===== src/rtl/reset_monitor_pkg.sv =====
// Shared constants for the target reset monitor and the reset generator that pairs with it.
// Keeps the FSM encodings and the default pulse/settle timing in one place.
package reset_monitor_pkg;

    typedef logic [1:0] state_t;

    localparam state_t ST_IDLE   = 2'd0;
    localparam state_t ST_LOW    = 2'd1;
    localparam state_t ST_SETTLE = 2'd2;

    // The generator drives pulses longer than DEF_MIN_PULSE so they always classify as valid.
    localparam int DEF_MIN_PULSE     = 1000;
    localparam int DEF_SETTLE_CYCLES = 100000;

endpackage


===== src/rtl/reset_monitor_if.sv =====
// Bundle of the target reset line, the counter clear and every monitor result.
// master = the side observing results and driving clear; slave = the monitor itself.
interface reset_monitor_if #(
    parameter int CNT_W = 24,
    parameter int EVT_W = 16
);
    logic             target_rst_n;
    logic             clear;
    logic             in_reset;
    logic             pulse_done;
    logic             pulse_valid;
    logic [CNT_W-1:0] pulse_width;
    logic             glitch;
    logic             target_ready;
    logic [EVT_W-1:0] reset_count;
    logic [EVT_W-1:0] glitch_count;

    modport master (
        output target_rst_n, clear,
        input  in_reset, pulse_done, pulse_valid, pulse_width, glitch,
               target_ready, reset_count, glitch_count
    );

    modport slave (
        input  target_rst_n, clear,
        output in_reset, pulse_done, pulse_valid, pulse_width, glitch,
               target_ready, reset_count, glitch_count
    );
endinterface


===== src/rtl/reset_monitor_bit_sync.sv =====
// N-flop single-bit synchronizer with a configurable reset value.
// Shared by every asynchronous input coming from the target.
module bit_sync #(
    parameter int   STAGES    = 2,
    parameter logic RESET_VAL = 1'b1
) (
    input  logic clk,
    input  logic rst_n,
    input  logic d,
    output logic q
);

    logic [STAGES-1:0] sync_r;

    // Shift the raw input through the synchronizer chain.
    always_ff @(posedge clk or negedge rst_n) begin
        if (!rst_n) begin
            sync_r <= {STAGES{RESET_VAL}};
        end else begin
            sync_r <= {sync_r[STAGES-2:0], d};
        end
    end

    assign q = sync_r[STAGES-1];

endmodule


===== src/rtl/reset_monitor.sv =====
// Measures low pulses on the target reset line, classifies them as reset or glitch,
// and strobes target_ready once a valid reset has been released for the settle window.
module reset_monitor
    import reset_monitor_pkg::*;
#(
    parameter int SYNC_STAGES   = 2,
    parameter int CNT_W         = 24,
    parameter int MIN_PULSE     = DEF_MIN_PULSE,
    parameter int SETTLE_CYCLES = DEF_SETTLE_CYCLES,
    parameter int EVT_W         = 16
) (
    input  logic           clk,
    input  logic           rst_n,
    reset_monitor_if.slave bus
);

    localparam logic [CNT_W-1:0] MIN_PULSE_C   = CNT_W'(MIN_PULSE);
    localparam logic [CNT_W-1:0] SETTLE_LAST_C = CNT_W'(SETTLE_CYCLES - 1);
    localparam logic [CNT_W-1:0] CNT_MAX_C     = {CNT_W{1'b1}};
    localparam logic [CNT_W-1:0] CNT_ONE_C     = CNT_W'(1);
    localparam logic [EVT_W-1:0] EVT_ONE_C     = EVT_W'(1);

    logic             sync_s;
    logic             sync_prev_r;
    logic             fall_s;
    logic             rise_s;
    state_t           state_r;
    state_t           state_nxt_s;
    logic [CNT_W-1:0] width_r;
    logic [CNT_W-1:0] width_nxt_s;
    logic [CNT_W-1:0] settle_r;
    logic [CNT_W-1:0] settle_nxt_s;
    logic [CNT_W-1:0] pulse_width_r;
    logic [CNT_W-1:0] pulse_width_nxt_s;
    logic             in_reset_r;
    logic             in_reset_nxt_s;
    logic             pulse_done_r;
    logic             pulse_done_nxt_s;
    logic             pulse_valid_r;
    logic             pulse_valid_nxt_s;
    logic             glitch_r;
    logic             glitch_nxt_s;
    logic             ready_r;
    logic             ready_nxt_s;
    logic             reset_inc_s;
    logic             glitch_inc_s;
    logic [EVT_W-1:0] reset_count_r;
    logic [EVT_W-1:0] glitch_count_r;

    bit_sync #(
        .STAGES    (SYNC_STAGES),
        .RESET_VAL (1'b1)
    ) u_sync (
        .clk   (clk),
        .rst_n (rst_n),
        .d     (bus.target_rst_n),
        .q     (sync_s)
    );

    // Delayed copy of the synchronized line for edge detection.
    always_ff @(posedge clk or negedge rst_n) begin
        if (!rst_n) begin
            sync_prev_r <= 1'b1;
        end else begin
            sync_prev_r <= sync_s;
        end
    end

    assign fall_s = sync_prev_r & ~sync_s;
    assign rise_s = ~sync_prev_r & sync_s;

    // Next-state and next-output computation for the pulse/settle FSM.
    always_comb begin
        state_nxt_s       = state_r;
        width_nxt_s       = width_r;
        settle_nxt_s      = settle_r;
        pulse_width_nxt_s = pulse_width_r;
        in_reset_nxt_s    = in_reset_r;
        pulse_valid_nxt_s = pulse_valid_r;
        pulse_done_nxt_s  = 1'b0;
        glitch_nxt_s      = 1'b0;
        ready_nxt_s       = 1'b0;
        reset_inc_s       = 1'b0;
        glitch_inc_s      = 1'b0;
        case (state_r)
            ST_IDLE: begin
                if (fall_s) begin
                    state_nxt_s    = ST_LOW;
                    width_nxt_s    = CNT_ONE_C;
                    in_reset_nxt_s = 1'b1;
                end else begin
                    state_nxt_s = ST_IDLE;
                end
            end
            ST_LOW: begin
                if (rise_s) begin
                    pulse_width_nxt_s = width_r;
                    pulse_done_nxt_s  = 1'b1;
                    in_reset_nxt_s    = 1'b0;
                    if (width_r >= MIN_PULSE_C) begin
                        pulse_valid_nxt_s = 1'b1;
                        reset_inc_s       = 1'b1;
                        settle_nxt_s      = {CNT_W{1'b0}};
                        state_nxt_s       = ST_SETTLE;
                    end else begin
                        pulse_valid_nxt_s = 1'b0;
                        glitch_nxt_s      = 1'b1;
                        glitch_inc_s      = 1'b1;
                        state_nxt_s       = ST_IDLE;
                    end
                end else if (!sync_s) begin
                    // Saturate rather than wrap so an overlong reset still reads as valid.
                    width_nxt_s = (width_r == CNT_MAX_C) ? width_r : width_r + CNT_ONE_C;
                end else begin
                    state_nxt_s = ST_LOW;
                end
            end
            ST_SETTLE: begin
                if (fall_s) begin
                    state_nxt_s    = ST_LOW;
                    width_nxt_s    = CNT_ONE_C;
                    in_reset_nxt_s = 1'b1;
                end else if (settle_r == SETTLE_LAST_C) begin
                    ready_nxt_s = 1'b1;
                    state_nxt_s = ST_IDLE;
                end else begin
                    settle_nxt_s = settle_r + CNT_ONE_C;
                end
            end
            default: begin
                state_nxt_s    = ST_IDLE;
                in_reset_nxt_s = 1'b0;
            end
        endcase
    end

    // FSM state, counters and registered result outputs.
    always_ff @(posedge clk or negedge rst_n) begin
        if (!rst_n) begin
            state_r       <= ST_IDLE;
            width_r       <= {CNT_W{1'b0}};
            settle_r      <= {CNT_W{1'b0}};
            pulse_width_r <= {CNT_W{1'b0}};
            in_reset_r    <= 1'b0;
            pulse_done_r  <= 1'b0;
            pulse_valid_r <= 1'b0;
            glitch_r      <= 1'b0;
            ready_r       <= 1'b0;
        end else begin
            state_r       <= state_nxt_s;
            width_r       <= width_nxt_s;
            settle_r      <= settle_nxt_s;
            pulse_width_r <= pulse_width_nxt_s;
            in_reset_r    <= in_reset_nxt_s;
            pulse_done_r  <= pulse_done_nxt_s;
            pulse_valid_r <= pulse_valid_nxt_s;
            glitch_r      <= glitch_nxt_s;
            ready_r       <= ready_nxt_s;
        end
    end

    // Event counters; an event landing on the clear cycle is kept as a count of one.
    always_ff @(posedge clk or negedge rst_n) begin
        if (!rst_n) begin
            reset_count_r  <= {EVT_W{1'b0}};
            glitch_count_r <= {EVT_W{1'b0}};
        end else begin
            if (bus.clear) begin
                reset_count_r  <= reset_inc_s ? EVT_ONE_C : {EVT_W{1'b0}};
                glitch_count_r <= glitch_inc_s ? EVT_ONE_C : {EVT_W{1'b0}};
            end else begin
                if (reset_inc_s) begin
                    reset_count_r <= reset_count_r + EVT_ONE_C;
                end
                if (glitch_inc_s) begin
                    glitch_count_r <= glitch_count_r + EVT_ONE_C;
                end
            end
        end
    end

    assign bus.in_reset     = in_reset_r;
    assign bus.pulse_done   = pulse_done_r;
    assign bus.pulse_valid  = pulse_valid_r;
    assign bus.pulse_width  = pulse_width_r;
    assign bus.glitch       = glitch_r;
    assign bus.target_ready = ready_r;
    assign bus.reset_count  = reset_count_r;
    assign bus.glitch_count = glitch_count_r;

endmodule


===== src/flat_wrapper.sv =====
// flat-port wrapper written by rule: the top's interface ports become plain ports
module reset_monitor_flat import reset_monitor_pkg::*;
#(
    parameter int SYNC_STAGES   = 2,
    parameter int CNT_W         = 24,
    parameter int MIN_PULSE     = DEF_MIN_PULSE,
    parameter int SETTLE_CYCLES = DEF_SETTLE_CYCLES,
    parameter int EVT_W         = 16
)
  (clk, rst_n, bus_target_rst_n, bus_clear, bus_in_reset, bus_pulse_done, bus_pulse_valid, bus_pulse_width, bus_glitch, bus_target_ready, bus_reset_count, bus_glitch_count);
  reset_monitor_if #(.CNT_W(CNT_W), .EVT_W(EVT_W)) bus_i ();
  input  logic clk;
  input  logic rst_n;
  input wire logic [$bits(bus_i.target_rst_n)-1:0] bus_target_rst_n;
  input wire logic [$bits(bus_i.clear)-1:0] bus_clear;
  output wire logic [$bits(bus_i.in_reset)-1:0] bus_in_reset;
  output wire logic [$bits(bus_i.pulse_done)-1:0] bus_pulse_done;
  output wire logic [$bits(bus_i.pulse_valid)-1:0] bus_pulse_valid;
  output wire logic [$bits(bus_i.pulse_width)-1:0] bus_pulse_width;
  output wire logic [$bits(bus_i.glitch)-1:0] bus_glitch;
  output wire logic [$bits(bus_i.target_ready)-1:0] bus_target_ready;
  output wire logic [$bits(bus_i.reset_count)-1:0] bus_reset_count;
  output wire logic [$bits(bus_i.glitch_count)-1:0] bus_glitch_count;
  assign bus_i.target_rst_n = bus_target_rst_n;
  assign bus_i.clear = bus_clear;
  assign bus_in_reset = bus_i.in_reset;
  assign bus_pulse_done = bus_i.pulse_done;
  assign bus_pulse_valid = bus_i.pulse_valid;
  assign bus_pulse_width = bus_i.pulse_width;
  assign bus_glitch = bus_i.glitch;
  assign bus_target_ready = bus_i.target_ready;
  assign bus_reset_count = bus_i.reset_count;
  assign bus_glitch_count = bus_i.glitch_count;
  reset_monitor #(.SYNC_STAGES(SYNC_STAGES), .CNT_W(CNT_W), .MIN_PULSE(MIN_PULSE), .SETTLE_CYCLES(SETTLE_CYCLES), .EVT_W(EVT_W)) u_core (.clk(clk), .rst_n(rst_n), .bus(bus_i));
endmodule

===== config.mk =====
export PLATFORM = sky130hd
export DESIGN_NAME = reset_monitor_flat
export DESIGN_NICKNAME = d
export VERILOG_FILES = /design/src/rtl/reset_monitor_pkg.sv /design/src/rtl/reset_monitor_if.sv /design/src/rtl/reset_monitor_bit_sync.sv /design/src/rtl/reset_monitor.sv /design/src/flat_wrapper.sv
export SDC_FILE = /design/constraint.sdc
export NUM_CORES = 1
export LEC_CHECK = 0
export CORE_ASPECT_RATIO = 1.2
export CORE_UTILIZATION = 61
export CTS_CLUSTER_SIZE = 40
export DETAILED_ROUTE_END_ITERATION = 16
export HOLD_SLACK_MARGIN = 0.03
export PLACE_DENSITY = 0.91
export SETUP_SLACK_MARGIN = 0.02
export SKIP_CTS_REPAIR_TIMING = 1
export SYNTH_ARGS = -nofsm -noshare
export SYNTH_HDL_FRONTEND = slang
export SYNTH_SLANG_ARGS = --single-unit

===== constraint.sdc =====
create_clock -name clk -period 5.1 [get_ports clk]
set_clock_uncertainty 0.2 [all_clocks]
set_input_delay 0.765 -clock clk [delete_from_list [all_inputs] [get_ports clk]]
set_output_delay 0.765 -clock clk [all_outputs]
set_load 0.005 [all_outputs]

# Word-level counts from Yosys, hierarchy flattened
# Index checks and enable logic that the tools add are counted.
# Widths: inputs -> output; s select.
# op_classes
add_sub_neg,4
order_cmp,1
n_eq_ne,14
muxes,37
bitwise_logic,4
reduce_logical,11
# op_table
op,n
$mux 24,8
$pmux 24 s2,2
$mux 16,4
$add 24x1->24 const B,2
$add 16x1->16 const B,2
$eq 24x17->1 const B,1
$eq 24x24->1 const B,1
$ge 24x10->1 const B,1
$mux 1,16
$mux 2,5
$ne 2x2->1 const B,5
$reduce_and 5->1,2
$reduce_bool 2->1,4
$ne 2x1->1 const B,3
$pmux 2 s3,1
$reduce_and 2->1,3
$ne 3x1->1 const B,1
$ne 3x2->1 const B,1
$and 1x1->1,2
$eq 2x1->1 const B,1
$eq 2x2->1 const B,1
$logic_not 2->1,1
$not 1->1,2
$pmux 1 s2,1
$reduce_or 2->1,1
# totals
regBits,114
inputBits,4
output_inout_bits,61

# Longest topological paths before layout
# Gate-level depths: netlist of the first run.
# logic_depth
word_depth,6
mapped_depth,9

# Hierarchy
# From an unflattened synthesis of the first run, not the netlist that was laid out.
# hier_totals
cells_unflattened,569
area_unflattened_um2,5831.8
# by_module_without_submodules
module,n_inst,cells_per_inst,area_each_um2,seq_area_each_um2
reset_monitor,1,567,5779.3,2803.9
bit_sync,1,2,52.6,52.6

# Least setup slack after synthesis of the first run
# Ideal clock, no wire load.
# synth_path
path_type,reg2reg
start,register u_core.u_sync.sync_r[1]
end,register u_core.glitch_count_r[15] (netlist: u_core.bus.glitch_count[15])
setup_ns,0.125
arrival_time_ns,1.962
required_ns,4.775
setup_slack_ns,2.814
path_stages_with_launch,7
n_path_buf,1
synth_period_minus_slack_ns,2.286
cell_sequence,dfstp_2 clkbuf_1 nand3_1 inv_2 nand4_1 nor4_1 mux2_2
# synth_between
elab_chain_cells,4
# synth_lines
item,line_no,text
start: declaration,reset_monitor_bit_sync.sv:13,logic [STAGES-1:0] sync_r;
start signal: assignment,reset_monitor_bit_sync.sv:18,sync_r <= {STAGES{RESET_VAL}};
start signal: assignment,reset_monitor_bit_sync.sv:20,"sync_r <= {sync_r[STAGES-2:0], d};"
$and 1x1->1,reset_monitor.sv:70,assign rise_s = ~sync_prev_r & sync_s;
$mux 1,reset_monitor.sv:96,if (rise_s) begin
$mux 1,reset_monitor.sv:85,case (state_r)
$reduce_bool 2->1 (no line),--,
end signal: assignment,reset_monitor.sv:166,glitch_count_r <= {EVT_W{1'b0}};
end signal: assignment,reset_monitor.sv:170,glitch_count_r <= glitch_inc_s ? EVT_ONE_C : {EVT_W{1'b0}};
end signal: assignment,reset_monitor.sv:176,glitch_count_r <= glitch_count_r + EVT_ONE_C;
end: declaration,reset_monitor.sv:48,logic [EVT_W-1:0] glitch_count_r;
# Every way passes these cells.
# A chain may end at the register's enable or synchronous reset.

# Worst setup path after layout of the first run
# layout_path
start,register u_core.settle_r[0]
end,register u_core.settle_r[17]
# layout_between
elab_chain_cells,4
# layout_lines
item,line_no,text
start: declaration,reset_monitor.sv:31,logic [CNT_W-1:0] settle_r;
start signal: assignment,reset_monitor.sv:142,settle_r <= {CNT_W{1'b0}};
start signal: assignment,reset_monitor.sv:152,settle_r <= settle_nxt_s;
$add 24x1->24,reset_monitor.sv:127,settle_nxt_s = settle_r + CNT_ONE_C;
$mux 24,reset_monitor.sv:123,end else if (settle_r == SETTLE_LAST_C) begin
$mux 24,reset_monitor.sv:119,if (fall_s) begin
$pmux 24 s2,reset_monitor.sv:85,
# Parallel ways exist; a longest one is shown, timed or not. The select of a mux whose other input is x is not followed.

==> flow_results.xml, run 1 <==
<?xml version="1.0" encoding="UTF-8"?>
<metrics>
  <group name="status">
    <metric name="status" unit="">finished, final reports clean</metric>
  </group>
  <group name="job">
    <metric name="maxCapViolations" unit="">0</metric>
  </group>
  <group name="sta">
    <metric name="setup_viol" unit="">0</metric>
    <metric name="hold_vio_cnt_final" unit="">0</metric>
    <metric name="timing.final.max_slew_violations" unit="">0</metric>
    <metric name="slew_headroom" unit="">0.3130</metric>
    <metric name="timing.hold.ws" unit="ns">0.1585</metric>
    <metric name="min_period_over_period" unit="">0.6002</metric>
    <metric name="max_freq" unit="GHz">0.3267</metric>
    <metric name="grt_setup_unrepaired" unit="">no</metric>
    <metric name="total_neg_setup_slack" unit="ns">0</metric>
    <metric name="worst_slew_pin_slew" unit="ns">1.031</metric>
    <metric name="period_minus_slack" unit="ns">3.061</metric>
  </group>
  <group name="finish">
    <metric name="drive_above_1_share" unit="">0.08237</metric>
    <metric name="n_antenna_cell" unit="">0</metric>
    <metric name="syn_to_final_growth" unit="%">20.97</metric>
    <metric name="final_net_count" unit="">688</metric>
  </group>
  <group name="clocking">
    <metric name="cts_root_buffer" unit="">sky130_fd_sc_hd__clkbuf_8</metric>
    <metric name="clock_tree.buffer_depth" unit="">2</metric>
    <metric name="cts_buffers" unit="">17</metric>
    <metric name="ctsHtreeMaxLevel" unit="">4</metric>
    <metric name="clk_pin_slew_worst_paths" unit="ns">0.05</metric>
    <metric name="cts.sinks" unit="">114</metric>
    <metric name="tritoncts" unit="">done</metric>
    <metric name="clock_insertion_delay_worst_skew" unit="ns">0.53</metric>
  </group>
  <group name="drt">
    <metric name="number_of_iterations_in_the_first_detailed_routing_pass" unit="">5</metric>
    <metric name="drt_iter0_drc" unit="">376</metric>
    <metric name="antenna_left" unit="">0</metric>
    <metric name="drcViolationCount" unit="">0</metric>
    <metric name="num_vias" unit="">5091</metric>
    <metric name="wl_per_cell" unit="um">17.24</metric>
    <metric name="vias_per_cell" unit="">6.270</metric>
    <metric name="totalWireLength" unit="um">14000</metric>
  </group>
  <group name="global_route">
    <metric name="antenna_found_initial" unit="">0</metric>
    <metric name="grt_pass1_vias" unit="">4864</metric>
    <metric name="gr-total-overflow" unit="">0</metric>
    <metric name="grt_pass1_wl" unit="um">23510</metric>
    <metric name="grt_start_max_net_pins" unit="">83</metric>
    <metric name="grtUsageTotal" unit="">0.3038</metric>
  </group>
  <group name="power_and_ir_drop">
    <metric name="total_switching_power" unit="uW">533.7</metric>
    <metric name="design_power_total" unit="uW">2204</metric>
    <metric name="p_leak" unit="uW">0.002925</metric>
    <metric name="vdd_ir_drop_max" unit="mV">0.2563</metric>
    <metric name="power_frac_seq" unit="">0.445</metric>
    <metric name="cell_internal_pwr" unit="uW">1670</metric>
    <metric name="swShare" unit="">0.2422</metric>
    <metric name="power_per_cell_area" unit="mW/mm^2">315.8</metric>
    <metric name="comb_power_share" unit="">0.067</metric>
    <metric name="p_clk_frac" unit="">0.488</metric>
  </group>
  <group name="die">
    <metric name="starting_density_of_the_core" unit="">0.6320</metric>
    <metric name="placeableCoreArea" unit="sq mm">0.009129</metric>
    <metric name="design.die.area" unit="sq mm">0.009853</metric>
    <metric name="die_x" unit="um">90.78</metric>
    <metric name="pin_count" unit="">65</metric>
    <metric name="die_height" unit="um">108.5</metric>
    <metric name="placementRows" unit="">38</metric>
  </group>
  <group name="synth">
    <metric name="yosysWarningCount" unit="">0</metric>
    <metric name="post-synth-top-count-cell" unit="">sky130_fd_sc_hd__dfrtp_1</metric>
    <metric name="netlist-cell-type-count" unit="">60</metric>
    <metric name="yosysTopAreaCellShare" unit="">0.4815</metric>
    <metric name="postSynthRegisterBits" unit="">114</metric>
    <metric name="synthesis.area" unit="sq mm">0.005769</metric>
    <metric name="syn_nets" unit="">633</metric>
    <metric name="ys.flop_type" unit="">sky130_fd_sc_hd__dfrtp_1</metric>
    <metric name="netlist_top_cells_count" unit="">111 x sky130_fd_sc_hd__dfrtp_1, 104 x sky130_fd_sc_hd__nand2_1, 49 x sky130_fd_sc_hd__nor2_1</metric>
    <metric name="synth_area_per_cell" unit="sq um">9.246</metric>
    <metric name="synth-seq-area-share" unit="">0.4951</metric>
    <metric name="async_flop_share" unit="">1.000</metric>
    <metric name="synth_edf_count" unit="">0</metric>
    <metric name="yosysTopAreaCell" unit="">sky130_fd_sc_hd__dfrtp_1</metric>
    <metric name="synth.area.top_cells" unit="">sky130_fd_sc_hd__dfrtp_1 48%, sky130_fd_sc_hd__nand2_1 6.8%, sky130_fd_sc_hd__a21oi_1 3.4%</metric>
    <metric name="synthCells" unit="">624</metric>
  </group>
  <group name="setup_path">
    <metric name="cp.arrival" unit="ns">3.23</metric>
    <metric name="setup.worst_path.class" unit="">flop to flop</metric>
    <metric name="worstPathMaxFanout" unit="">26</metric>
    <metric name="worst_setup_path_startpoint" unit="">u_core.settle_r[0]$_DFFE_PN0P_</metric>
    <metric name="reg2regPathDepth" unit="">7</metric>
    <metric name="worst_flop_to_flop_path_endpoint" unit="">u_core.settle_r[17]$_DFFE_PN0P_</metric>
    <metric name="setup.worst_path.end" unit="">u_core.settle_r[17]$_DFFE_PN0P_</metric>
    <metric name="crit-reg2reg-launch" unit="">u_core.settle_r[0]$_DFFE_PN0P_</metric>
    <metric name="cp_data_required_time" unit="ns">5.27</metric>
    <metric name="startpoint_type" unit="">flop</metric>
    <metric name="end_kind" unit="">flop</metric>
    <metric name="r2r_slack" unit="ns">2.04</metric>
  </group>
  <group name="place">
    <metric name="post-dp-hpwl" unit="um">8838</metric>
    <metric name="gp_congestion" unit="">0.9123</metric>
    <metric name="place.port_buffers" unit="">64</metric>
  </group>
  <group name="min_path">
    <metric name="min-delay-path-class" unit="">flop to flop</metric>
    <metric name="worst_hold_startpoint" unit="">u_core.u_sync.sync_r[0]$_DFF_PN1_</metric>
  </group>
</metrics>
## worst max-delay path, stage by stage, from the launching register on
cell	delay [ns]
sky130_fd_sc_hd__dfrtp_1	0.42
sky130_fd_sc_hd__ha_1	0.26
sky130_fd_sc_hd__and3_1	0.22
sky130_fd_sc_hd__nand4_1	0.13
sky130_fd_sc_hd__o31a_1	0.82
sky130_fd_sc_hd__nor2b_2	0.12
sky130_fd_sc_hd__inv_1	0.54
sky130_fd_sc_hd__a31oi_1	0.18
## sequential cells by signal, summed over array words and instances (netlist names)
register and cells:
u_core.bus.pulse_width 24, u_core.settle_r 24, u_core.width_r 24, u_core.bus.glitch_count 16, u_core.bus.reset_count 16, u_core.state_r 2
u_core.u_sync.sync_r 2, u_core.bus.glitch 1, u_core.bus.in_reset 1, u_core.bus.pulse_done 1, u_core.bus.pulse_valid 1, u_core.bus.target_ready 1
u_core.sync_prev_r 1
## worst min path at each step
stage	to	slack (ns)	cells after the start
final	u_core.u_sync.sync_r[1]$_DFF_PN1_	0.16	0
after CTS	u_core.u_sync.sync_r[1]$_DFF_PN1_	0.16	0
after floorplan	u_core.u_sync.sync_r[1]$_DFF_PN1_	0.15	0
after global routing	u_core.u_sync.sync_r[1]$_DFF_PN1_	0.16	0
after detailed placement	u_core.u_sync.sync_r[1]$_DFF_PN1_	0.15	0
after global placement	u_core.u_sync.sync_r[1]$_DFF_PN1_	0.15	0
## logic make-up after synthesis
group / synth area share
and+or+nand+nor: 0.2531
muxes: 0.007374
buffers and inverters: 0.03990
adders and majority gates: 0.01084
xor gates and xnor gates: 0.03795
AOI/OAI and AO/OA: 0.1557
DFF: 0.4951
## through the flow
stage / setup slack [ns] / area (sq um) / util / instances
2_1_floorplan: 2.814 / 5769 / - / 624
3_3_place_gp: 2.258 / 6440 / 0.7055 / 780
3_5_place_dp: 2.091 / 6440 / 0.7055 / 780
4_1_cts: 2.087 / 6979 / 0.7645 / 812
5_1_grt: 1.821 / 6979 / 0.7645 / 812
6_report: 2.039 / 6979 / 0.7645 / 812
## routing by layer
| metal | GRT usage | routed length (um) | vias to the layer above |
|---|---|---|---|
| met5 | 0 | 0 | - |
| met4 | 0.09977 | 255 | 0 |
| met3 | 0.06329 | 737 | 26 |
| met2 | 0.5179 | 7118 | 205 |
| met1 | 0.3906 | 5885 | 2494 |
| li1 | - | - | 2366 |
## cells in the final DEF (no fill, tap or decap), types with 4 or more instances in the layout
cell	netlist	layout
sky130_fd_sc_hd__clkdlybuf4s50_1	0	63
sky130_fd_sc_hd__nor4b_1	6	6
sky130_fd_sc_hd__dfrtp_1	111	111
sky130_fd_sc_hd__nand2b_1	5	5
sky130_fd_sc_hd__nor4_1	8	8
sky130_fd_sc_hd__or4_1	7	7
sky130_fd_sc_hd__ha_1	5	5
sky130_fd_sc_hd__nor2_1	49	49
sky130_fd_sc_hd__clkbuf_16	0	16
sky130_fd_sc_hd__or3_1	15	15
sky130_fd_sc_hd__a211oi_1	9	9
sky130_fd_sc_hd__a41oi_1	6	6
sky130_fd_sc_hd__and4_1	10	10
sky130_fd_sc_hd__xor2_1	6	6
sky130_fd_sc_hd__nand2_1	104	104
sky130_fd_sc_hd__buf_4	1	7
sky130_fd_sc_hd__a21oi_1	39	39
sky130_fd_sc_hd__clkinv_2	0	5
sky130_fd_sc_hd__nor3_1	5	5
sky130_fd_sc_hd__nand3_1	29	29
sky130_fd_sc_hd__xnor2_1	19	19
sky130_fd_sc_hd__o21ai_0	31	31
sky130_fd_sc_hd__and3_1	8	8
sky130_fd_sc_hd__nand4_1	18	18
sky130_fd_sc_hd__a21o_1	6	6
sky130_fd_sc_hd__inv_1	17	17
sky130_fd_sc_hd__o21a_1	4	4
sky130_fd_sc_hd__a31oi_1	20	20
sky130_fd_sc_hd__nor2b_1	6	6
## layout make-up
class                           instances  area [sq um]
Tap cell                              120         150.1
Multi-Input combinational cell        458          2683
Timing Repair Buffer                   70         683.2
Clock inverter                         10         86.33
Sequential cell                       114          2856
Inverter                               18         67.56
Fill cell                             621          2150
Clock buffer                           22         452.9
## power by group through the flow
stage	combinational, uW	sequential [uW]	clock [uW]
after floorplan	76.7	980	0
after global placement	143	993	0
after detailed placement	146	995	0
after CTS	149	980	1080
after global routing	169	985	1120
final	147	981	1080
No activity file was read; power rests on OpenSTA's default activity.
==> run 2: changes to the inputs <==
--- a/config.mk
+++ b/config.mk
@@ -6,11 +6,11 @@
 export NUM_CORES = 1
 export LEC_CHECK = 0
 export CORE_ASPECT_RATIO = 1.2
-export CORE_UTILIZATION = 61
+export CORE_UTILIZATION = 56
 export CTS_CLUSTER_SIZE = 40
 export DETAILED_ROUTE_END_ITERATION = 16
 export HOLD_SLACK_MARGIN = 0.03
-export PLACE_DENSITY = 0.91
+export PLACE_DENSITY = 0.85
 export SETUP_SLACK_MARGIN = 0.02
 export SKIP_CTS_REPAIR_TIMING = 1
 export SYNTH_ARGS = -nofsm -noshare
==> constraint.sdc (replaced) <==
create_clock -name clk -period 3.2 [get_ports clk]
set_clock_uncertainty 0.2 [all_clocks]
set_input_delay 0.48 -clock clk [delete_from_list [all_inputs] [get_ports clk]]
set_output_delay 0.48 -clock clk [all_outputs]
set_load 0.005 [all_outputs]
==> run 2 against run 1 <==
Effect of this change:
- power is 68% higher
- sequential share of layout area is 0.59 points lower
- first-iteration DRC count up 11%
- combinational power up 59%
- critical path depth is the same
- sequential power rose by 59%
- design area increased by 1.5%
- hold slack got worse by 0.0038 ns
- die area is 8.7% higher
- critical path type unchanged
- largest cell class unchanged
- highest routed layer unchanged
==> flow_results.xml, run 2 (synthesis gave the netlist of run 1 again) <==
<?xml version="1.0" encoding="UTF-8"?>
<metrics>
  <group name="sta">
    <metric name="setup_slack" unit="ns">0.3401</metric>
    <metric name="period_minus_slack" unit="ns">2.860</metric>
    <metric name="timing.final.max_slew_violations" unit="">0</metric>
    <metric name="hold_vio_cnt_final" unit="">0</metric>
    <metric name="max_freq" unit="GHz">0.3497</metric>
    <metric name="grt_setup_unrepaired" unit="">no</metric>
    <metric name="min_period_over_period" unit="">0.8937</metric>
    <metric name="setup_viol" unit="">0</metric>
    <metric name="total_neg_setup_slack" unit="ns">0</metric>
    <metric name="worst_slew_pin_slew" unit="ns">0.9901</metric>
    <metric name="slew_headroom" unit="">0.3399</metric>
  </group>
  <group name="min_path">
    <metric name="min-delay-path-class" unit="">flop to flop</metric>
    <metric name="worst_hold_startpoint" unit="">u_core.u_sync.sync_r[0]$_DFF_PN1_</metric>
    <metric name="worstHoldPathCells" unit="">0</metric>
    <metric name="hold_end" unit="">u_core.u_sync.sync_r[1]$_DFF_PN1_</metric>
  </group>
  <group name="drt">
    <metric name="number_of_iterations_in_the_first_detailed_routing_pass" unit="">5</metric>
    <metric name="wl_per_cell" unit="um">16.85</metric>
    <metric name="drt_iter0_drc" unit="">419</metric>
    <metric name="vias_per_cell" unit="">6.158</metric>
    <metric name="num_vias" unit="">5056</metric>
    <metric name="antenna_left" unit="">0</metric>
    <metric name="drcViolationCount" unit="">0</metric>
    <metric name="totalWireLength" unit="um">13840</metric>
  </group>
  <group name="setup_path">
    <metric name="crit-reg2reg-launch" unit="">u_core.settle_r[11]$_DFFE_PN0P_</metric>
    <metric name="cp_data_required_time" unit="ns">3.32</metric>
    <metric name="reg2regPathDepth" unit="">7</metric>
    <metric name="setup.worst_path.class" unit="">flop to flop</metric>
    <metric name="startpoint_type" unit="">flop</metric>
    <metric name="cp.arrival" unit="ns">2.98</metric>
    <metric name="worst_flop_to_flop_path_endpoint" unit="">u_core.settle_r[8]$_DFFE_PN0P_</metric>
    <metric name="end_kind" unit="">flop</metric>
    <metric name="r2r_slack" unit="ns">0.34</metric>
    <metric name="worstPathMaxFanout" unit="">26</metric>
  </group>
  <group name="die">
    <metric name="starting_density_of_the_core" unit="">0.5764</metric>
    <metric name="placeableCoreArea" unit="sq mm">0.01001</metric>
    <metric name="pin_count" unit="">65</metric>
    <metric name="design.die.area" unit="sq mm">0.01071</metric>
    <metric name="die_height" unit="um">113.2</metric>
    <metric name="placementRows" unit="">40</metric>
    <metric name="die_x" unit="um">94.66</metric>
  </group>
  <group name="place">
    <metric name="gp_congestion" unit="">0.8458</metric>
    <metric name="post-dp-hpwl" unit="um">9070</metric>
    <metric name="post-place-ws" unit="ns">0.4168</metric>
    <metric name="placed_cell_area" unit="sq mm">0.006475</metric>
    <metric name="place.port_buffers" unit="">64</metric>
  </group>
  <group name="job">
    <metric name="maxCapViolations" unit="">0</metric>
  </group>
  <group name="clocking">
    <metric name="cts.sinks" unit="">114</metric>
    <metric name="cts_buffers" unit="">17</metric>
    <metric name="clk_pin_slew_worst_paths" unit="ns">0.05</metric>
    <metric name="cts_root_buffer" unit="">sky130_fd_sc_hd__clkbuf_16</metric>
    <metric name="clock_insertion_delay_worst_skew" unit="ns">0.41</metric>
    <metric name="tritoncts" unit="">done</metric>
    <metric name="clock_tree.buffer_depth" unit="">2</metric>
    <metric name="ctsHtreeMaxLevel" unit="">4</metric>
  </group>
  <group name="global_route">
    <metric name="antenna_found_initial" unit="">0</metric>
    <metric name="grt_pass1_vias" unit="">4873</metric>
    <metric name="grt_pass1_wl" unit="um">23320</metric>
    <metric name="gr-total-overflow" unit="">0</metric>
    <metric name="grt_start_max_net_pins" unit="">115</metric>
    <metric name="grtUsageTotal" unit="">0.2779</metric>
  </group>
  <group name="power_and_ir_drop">
    <metric name="vdd_ir_drop_max" unit="mV">0.4221</metric>
    <metric name="comb_power_share" unit="">0.063</metric>
    <metric name="cell_internal_pwr" unit="uW">2858</metric>
    <metric name="design_power_total" unit="uW">3696</metric>
    <metric name="p_clk_frac" unit="">0.513</metric>
    <metric name="p_leak" unit="uW">0.002977</metric>
    <metric name="total_switching_power" unit="uW">838.7</metric>
    <metric name="power_frac_seq" unit="">0.423</metric>
    <metric name="swShare" unit="">0.2269</metric>
    <metric name="power_per_cell_area" unit="mW/mm^2">522.1</metric>
  </group>
  <group name="finish">
    <metric name="syn_to_final_growth" unit="%">22.73</metric>
    <metric name="final_common_cell" unit="">sky130_fd_sc_hd__dfrtp_1</metric>
    <metric name="drive_above_1_share" unit="">0.08633</metric>
    <metric name="final_area" unit="sq mm">0.007081</metric>
    <metric name="final_net_count" unit="">691</metric>
    <metric name="n_antenna_cell" unit="">0</metric>
    <metric name="final_cell_mix" unit="">111 x sky130_fd_sc_hd__dfrtp_1, 104 x sky130_fd_sc_hd__nand2_1, 63 x sky130_fd_sc_hd__clkdlybuf4s50_1</metric>
  </group>
  <group name="status">
    <metric name="status" unit="">finished, final reports clean</metric>
  </group>
</metrics>
[run 2: worst max path at each step]
stage | to | from | slack [ns] | cells after the start
5_1_grt | u_core.settle_r[14]$_DFFE_PN0P_ | u_core.settle_r[0]$_DFFE_PN0P_ | 0.16 | 8
2_1_floorplan | u_core.bus.glitch_count[15]$_DFFE_PN0P_ | u_core.u_sync.sync_r[1]$_DFF_PN1_ | 0.91 | 6
6_report | u_core.settle_r[8]$_DFFE_PN0P_ | u_core.settle_r[11]$_DFFE_PN0P_ | 0.34 | 7
3_3_place_gp | u_core.settle_r[5]$_DFFE_PN0P_ | u_core.settle_r[0]$_DFFE_PN0P_ | 0.56 | 8
4_1_cts | u_core.settle_r[15]$_DFFE_PN0P_ | u_core.settle_r[0]$_DFFE_PN0P_ | 0.38 | 8
3_5_place_dp | u_core.settle_r[8]$_DFFE_PN0P_ | u_core.settle_r[0]$_DFFE_PN0P_ | 0.42 | 8
[run 2: final cells by class]
class	instances	area [sq um]
Clock buffer	21	460.4
Clock inverter	11	135.1
Fill cell	721	2929
Inverter	18	67.56
Multi-Input combinational cell	458	2683
Sequential cell	114	2856
Tap cell	126	157.7
Timing Repair Buffer	73	720.7
[run 2: per-stage QoR]
stage	cells	util	hold slack, ns
6_report	821	0.7074	0.1547
5_1_grt	821	0.7074	0.1619
3_3_place_gp	788	0.6469	0.1464
3_5_place_dp	788	0.6469	0.1479
4_1_cts	820	0.7064	-0.03326
2_1_floorplan	624	-	-0.01559
[run 2: routing by layer]
layer / global-route usage / up-vias / routed length, um
met1: 0.3566 / 2452 / 5767
li1: - / 2360 / -
met4: 0.1061 / 0 / 209
met2: 0.4446 / 220 / 6967
met3: 0.07863 / 24 / 892
met5: 0 / - / 0
[run 2: worst max-delay path, stage by stage, from the launching register on]
cell,delay (ns)
sky130_fd_sc_hd__dfrtp_1,0.44
sky130_fd_sc_hd__nor4b_1,0.44
sky130_fd_sc_hd__nand4_1,0.22
sky130_fd_sc_hd__o31a_1,0.65
sky130_fd_sc_hd__nor2b_2,0.31
sky130_fd_sc_hd__inv_1,0.06
sky130_fd_sc_hd__buf_4,0.21
sky130_fd_sc_hd__a31oi_1,0.22
[run 2: power by group through the flow]
stage	logic (uW)	clock network [uW]	registers, uW
floorplan	122	0	1560
global placement	229	0	1580
detailed placement	235	0	1590
CTS	237	1920	1560
global route	263	1990	1570
finish	234	1900	1560
